`config.mk`:
```
export PLATFORM = sky130hd
export DESIGN_NAME = jtag_seq_master
export DESIGN_NICKNAME = d
export VERILOG_FILES = /design/src/rtl/jtag_seq_master.sv
export SDC_FILE = /design/constraint.sdc
export NUM_CORES = 1
export LEC_CHECK = 0
export CORE_UTILIZATION = 42
export DETAILED_ROUTE_END_ITERATION = 7
export PLACE_DENSITY = 0.76
export SLEW_MARGIN = 20
export SYNTH_ARGS = -nofsm -noshare
export SYNTH_HDL_FRONTEND = slang
export SYNTH_SLANG_ARGS = --single-unit
```
`constraint.sdc`:
```
create_clock -name tclk -period 4.7 [get_ports tclk]
set_input_delay 0.94 -clock tclk [delete_from_list [all_inputs] [get_ports tclk]]
set_output_delay 0.94 -clock tclk [all_outputs]
set_load 0.05 [all_outputs]
```
`src/rtl/jtag_seq_master.sv`:
```
// Command-driven JTAG scan sequencer: one IR/DR scan per command, Idle to Idle.
// Define JTAG_SEQ_TLR_CMD_EN to add the cmd_tlr Test-Logic-Reset command.
module jtag_seq_master #(
  parameter int MAX_LEN = 32,
  parameter int LEN_W   = 6
) (
  input  logic               tclk,
  input  logic               trst,
  input  logic               cmd_valid,
  output logic               cmd_ready,
  input  logic               cmd_ir,
`ifdef JTAG_SEQ_TLR_CMD_EN
  input  logic               cmd_tlr,
`endif
  input  logic [LEN_W-1:0]   cmd_len,
  input  logic [MAX_LEN-1:0] cmd_data,
  output logic               tms,
  output logic               tdi,
  input  logic               tdo,
  output logic               rsp_valid,
  output logic [MAX_LEN-1:0] rsp_data,
  output logic               busy
);

  localparam int CNT_W = (MAX_LEN > 8) ? $clog2(MAX_LEN) : 3;

  typedef enum logic [3:0] {
    INIT,
    IDLE,
    SEL_DR,
    SEL_IR,
    CAPTURE,
    SHIFT,
    EXIT1,
    UPDATE,
    DONE
  } state_t;

  state_t             state;
  logic [CNT_W-1:0]   cnt;
  logic [CNT_W-1:0]   cnt_nxt;
  logic [CNT_W-1:0]   len_m1;
  logic [CNT_W-1:0]   len_m1_c;
  logic [MAX_LEN-1:0] sreg;
  logic               ir_q;
  logic               cap_wait;
  logic               accept;
`ifdef JTAG_SEQ_TLR_CMD_EN
  logic               tlr_q;
`endif

  assign accept  = cmd_valid & cmd_ready;
  assign cnt_nxt = cnt + CNT_W'(1);

  // Last bit index: zero length shifts one bit, long requests clamp
  always_comb begin
    len_m1_c = '0;
    if (cmd_len > LEN_W'(MAX_LEN))
      len_m1_c = CNT_W'(MAX_LEN - 1);
    else if (cmd_len != '0)
      len_m1_c = CNT_W'(cmd_len - LEN_W'(1));
  end

  always_ff @(posedge tclk or posedge trst) begin
    if (trst) begin
      state     <= INIT;
      cnt       <= '0;
      len_m1    <= '0;
      sreg      <= '0;
      ir_q      <= 1'b0;
      cap_wait  <= 1'b0;
      tms       <= 1'b1;
      tdi       <= 1'b0;
      cmd_ready <= 1'b0;
      rsp_valid <= 1'b0;
      rsp_data  <= '0;
      busy      <= 1'b0;
`ifdef JTAG_SEQ_TLR_CMD_EN
      tlr_q     <= 1'b0;
`endif
    end else begin
      rsp_valid <= 1'b0;
      tdi       <= 1'b0;
      unique case (state)
        // Five tms=1 cycles then one tms=0 lands the TAP in Idle
        INIT: begin
          if (cnt == CNT_W'(5)) begin
            tms       <= 1'b0;
            cmd_ready <= 1'b1;
            state     <= IDLE;
`ifdef JTAG_SEQ_TLR_CMD_EN
            if (tlr_q) begin
              state     <= DONE;
              rsp_valid <= 1'b1;
              busy      <= 1'b0;
            end
`endif
          end else begin
            cnt <= cnt_nxt;
            tms <= (cnt != CNT_W'(4));
          end
        end
        IDLE, DONE: begin
          tms   <= 1'b0;
          state <= IDLE;
          if (accept) begin
            ir_q      <= cmd_ir;
            sreg      <= cmd_data;
            len_m1    <= len_m1_c;
            cnt       <= '0;
            cap_wait  <= 1'b1;
            rsp_data  <= '0;
            cmd_ready <= 1'b0;
            busy      <= 1'b1;
            tms       <= 1'b1;
            state     <= SEL_DR;
`ifdef JTAG_SEQ_TLR_CMD_EN
            tlr_q     <= cmd_tlr;
            if (cmd_tlr)
              state <= INIT;
`endif
          end
        end
        SEL_DR: begin
          tms   <= ir_q;
          state <= ir_q ? SEL_IR : CAPTURE;
        end
        SEL_IR: begin
          tms   <= 1'b0;
          state <= CAPTURE;
        end
        // Two tms=0 cycles: into Capture, then into Shift
        CAPTURE: begin
          cap_wait <= 1'b0;
          tms      <= 1'b0;
          if (!cap_wait) begin
            tms   <= (len_m1 == '0);
            tdi   <= sreg[0];
            sreg  <= sreg >> 1;
            state <= SHIFT;
          end
        end
        SHIFT: begin
          rsp_data[cnt] <= tdo;
          if (cnt == len_m1) begin
            tms   <= 1'b1;
            state <= EXIT1;
          end else begin
            cnt  <= cnt_nxt;
            tms  <= (cnt_nxt == len_m1);
            tdi  <= sreg[0];
            sreg <= sreg >> 1;
          end
        end
        EXIT1: begin
          tms   <= 1'b0;
          state <= UPDATE;
        end
        UPDATE: begin
          tms       <= 1'b0;
          rsp_valid <= 1'b1;
          busy      <= 1'b0;
          cmd_ready <= 1'b1;
          state     <= DONE;
        end
        default: begin
          tms   <= 1'b1;
          cnt   <= '0;
          state <= INIT;
        end
      endcase
    end
  end

endmodule

```
==> summary.md <==
| Metric | Value |
|---|---|
| Worst Hold Slack | `approximately 490 ps` |
| Crit end category | `primary output` |
| CP Buf/Inv Count | `1` |
| Final period util | `between 50% and 60%` |
| Die area | `around 11000 µm²` |
| Flip-flop and latch area | `between 2000 and 2500 µm²` |
| Total setup buffers inserted after CTS | `0` |
| Crit path time final | `between 2000 and 3000 ps` |
| Setup Skew | `between 9 and 10 ps` |
| Cell variety after synth | `between 50 and 60` |
| DR iter-0 viols | `about 260` |
| Post-synthesis cell count | `469` |
| Initial cell density of the core | `43.2%` |
| RSZ-0062 raised after global routing | `false` |
| DRC | `0` |
| Max-cap viol count | `0` |
| Avg Cell Area, Syn | `between 9 and 10 µm²` |
| Fmax | `approximately 380 MHz` |
| Final Power | `about 3100 µW` |
| Vias per inst | `5.51` |
| Core area | `just over 10000 µm²` |
| Grt ovf | `0` |
| Post-synthesis instance area | `roughly 4500 µm²` |
| Worst path cell trace | `clkdlybuf4s50_1` |
| GPL Wtd Cong | `just over 0.8` |
| Area Overhead vs Synth | `22.1%` |
| Relative slew slack | `47.2%` |
| Die width | `roughly 110 µm` |
| Worst endpoint data arrival time | `~1700 ps` |
| Setup WS post-layout | `about 2100 ps` |
| Post-synth EDFFs | `0` |
| Switching share of total power | `43.9%` |
| Slew @ Worst Pin | `roughly 790 ps` |
| Vias | `around 3700` |
| Crit-path slowest cell | `clkdlybuf4s50_1` |
| First-pass GRT wire length | `around 17000 µm` |
| Fin nets | `about 580` |
| Static Leak | `0.00232 µW` |
| Total Wirelength | `between 10000 and 15000 µm` |
| H-tree Lvls | `3` |
| Ys Warns | `0` |
| Setup TNS | `0 ps` |
| Post-cts sizing count | `0` |
| Register share of total power | `~37%` |
| Post-synthesis async set-or-reset flop share | `100%` |
| Final hold vios | `0` |
| Max FO, Critical Path | `1` |
| Final setup viols | `0` |
| Tot GR Track Use | `19.3%` |
| Clk slew on worst S/H paths | `90 ps` |
| VDD IR-drop max | `roughly 0.31 mV` |
| Antenna Violating Nets Remaining | `0` |
| Pin count of the biggest net entering global routing | `65` |
| Ant. Diodes | `0` |
| Status | `finished clean` |
| Root Buffer | `clkbuf_8` |
| Rows | `37` |
| CTS max path bufs | `2` |
| CTS tree | `built` |
| Delay of the slowest cell on the worst path | `between 700 and 800 ps` |
| Max-slew violation count | `0` |
| Startpoint Class | `register` |
| Synth Flop Type | `dfrtp_1` |
| Worst Path Class, Setup | `register to primary output` |
| Number of detailed-route iterations in the first pass | `7` |
| Share of layout cells above drive strength 1 | `roughly 7%` |
| Largest delay share family, worst path | `buffers and inverters` |
| Clk sinks | `between 80 and 90` |
| CP Data Required Time | `between 3000 and 4000 ps` |
| Clock power share | `between 10% and 20%` |
| Sw power | `1360 µW` |
| Fillers | `just over 900` |
| Synthesized net count | `between 500 and 600` |
| Top-level I/O count | `80` |
| Num CTS Buffers | `9` |
| Pwr dens | `approximately 570 nW/µm²` |
| Logic pwr share | `a little under half` |
| Seq/Total Area, Yosys | `roughly 48%` |
| Flops & latches, synth | `85` |
| Internal power | `approximately 1700 µW` |
| CTS Hold Buffers Added | `0` |
| Vias in the first global route | `approximately 3600` |
| Detail Placement HPWL | `between 6000 and 7000 µm` |
| Die H | `approximately 110 µm` |
| Multi-input gate area | `between 2000 and 2500 µm²` |
| Initial antenna violation count | `0` |
| Clock Latency Late Sink | `about 350 ps` |
| IO Port Bufs | `a little under 80` |
| Worst Hold Class | `register to register` |
| Post-DR wirelength/cell | `15.3 µm` |
| Setup WS pre-CTS | `~1800 ps` |
==> power by group through the flow <==
| stage | logic (µW) | registers, µW | clock network, µW |
|---|---|---|---|
| floorplan | 1180 | 1180 | 0 |
| global placement | 1410 | 1160 | 0 |
| detailed placement | 1470 | 1170 | 0 |
| CTS | 1470 | 1150 | 498 |
| global route | 1640 | 1180 | 530 |
| finish | 1460 | 1150 | 484 |
==> layout make-up <==
cell class	count	share of cell area [%]
sequential	85	39.1
multi-input combinational	336	38.4
timing repair buffer	84	15.2
tap	136	3.12
clock buffer	10	2.53
clock inverter	6	0.850
inverter	11	0.781
==> worst reg2reg max path: stages (launching register included) <==
cell and delay [ps]:
dfrtp_1 800, xor2_1 190, or2_2 380, o211ai_4 200, buf_4 460, o21ai_0 200
==> cells in the final DEF, fill, tap and decap left out, types with 3 or more instances in the layout <==
cell	count
nand2_1	49
mux2_2	6
o21ai_0	97
ha_1	6
nor2_1	18
o21ai_1	3
a311oi_1	3
nand3_1	6
clkdlybuf4s50_1	79
buf_4	5
and2_1	3
nor3_1	7
nand2b_1	7
mux2i_1	31
nand3b_1	4
xor2_1	7
a21oi_1	38
dfrtp_1	84
o31ai_1	5
inv_1	10
maj3_1	4
xnor2_1	3
clkbuf_8	10
==> flip-flops by register name, indices dropped and copies added (netlist names) <==
register   count
sreg          32
cap_wait       1
cmd_ready      1
cnt            5
rsp_data      32
tdi            1
tms            1
state          4
len_m1         5
busy           1
ir_q           1
rsp_valid      1
==> cells in the mapped netlist, drive strengths merged (2+ instances only) <==
library cell,count,area share (%)
nor2b,2,0.28
nand2,49,4.1
nand3b,4,0.67
and3,2,0.28
maj3,4,0.90
xnor2,3,0.59
and3b,2,0.39
o22ai,2,0.28
a311oi,3,0.59
nor3,7,0.79
buf,16,2.7
o31ai,5,0.84
ha,6,1.7
mux2i,31,7.0
or3,2,0.28
nor3b,2,0.34
and2,4,0.56
and4b,2,0.45
dfrtp,84,47
nor4,2,0.28
o21ai,100,11
inv,11,0.93
or2,4,0.56
clkbuf,21,1.8
nor2,18,1.5
nand2b,7,0.98
a21oi,38,4.3
and4bb,2,0.56
nand3,6,0.67
nand4b,3,0.93
mux2,6,1.5
xor2,7,1.4
o211ai,3,0.81
==> worst paths after layout <==
check,end,startpoint,slack (ps),depth (start not counted)
setup / recovery,tms,tms,2090,1
hold / removal,sreg[25],sreg[25],490,2
setup reg to reg,sreg[17],cnt[3],2340,5
hold reg to reg,sreg[25],sreg[25],490,2
max in group asynchronous,rsp_data[14],trst,2670,3
min in group asynchronous,sreg[22],trst,1020,2
==> per-layer routing <==
layer / track usage [%] / vias to the layer above / wire, µm
li1: - / 1775 / -
met1: 25.8 / 1759 / 4630
met2: 31.9 / 132 / 4920
met3: 3.37 / 13 / 557
met4: 6.04 / 0 / 125
met5: 0 / - / 0
==> cell families (layout without fill, tap and decap cells) <==
group,Yosys count,in the layout,synth area share (%)
compound gates,158,158,19.5
mux,37,37,8.47
buf+inv,48,111,5.44
xor+xnor,10,10,1.96
flops,85,85,47.7
simple gates,121,121,14.3
fa+ha+maj,10,10,2.58
==> stage by stage <==
stage | instances | utilization, % | instance area (µm²)
finish | 668 | 52.8 | 5450
global route | 668 | 52.8 | 5450
CTS | 668 | 52.8 | 5450
detailed placement | 652 | 51.0 | 5260
global placement | 652 | 51.0 | 5260
floorplan | 469 | - | 4460
(Power assumes the default switching activity.)
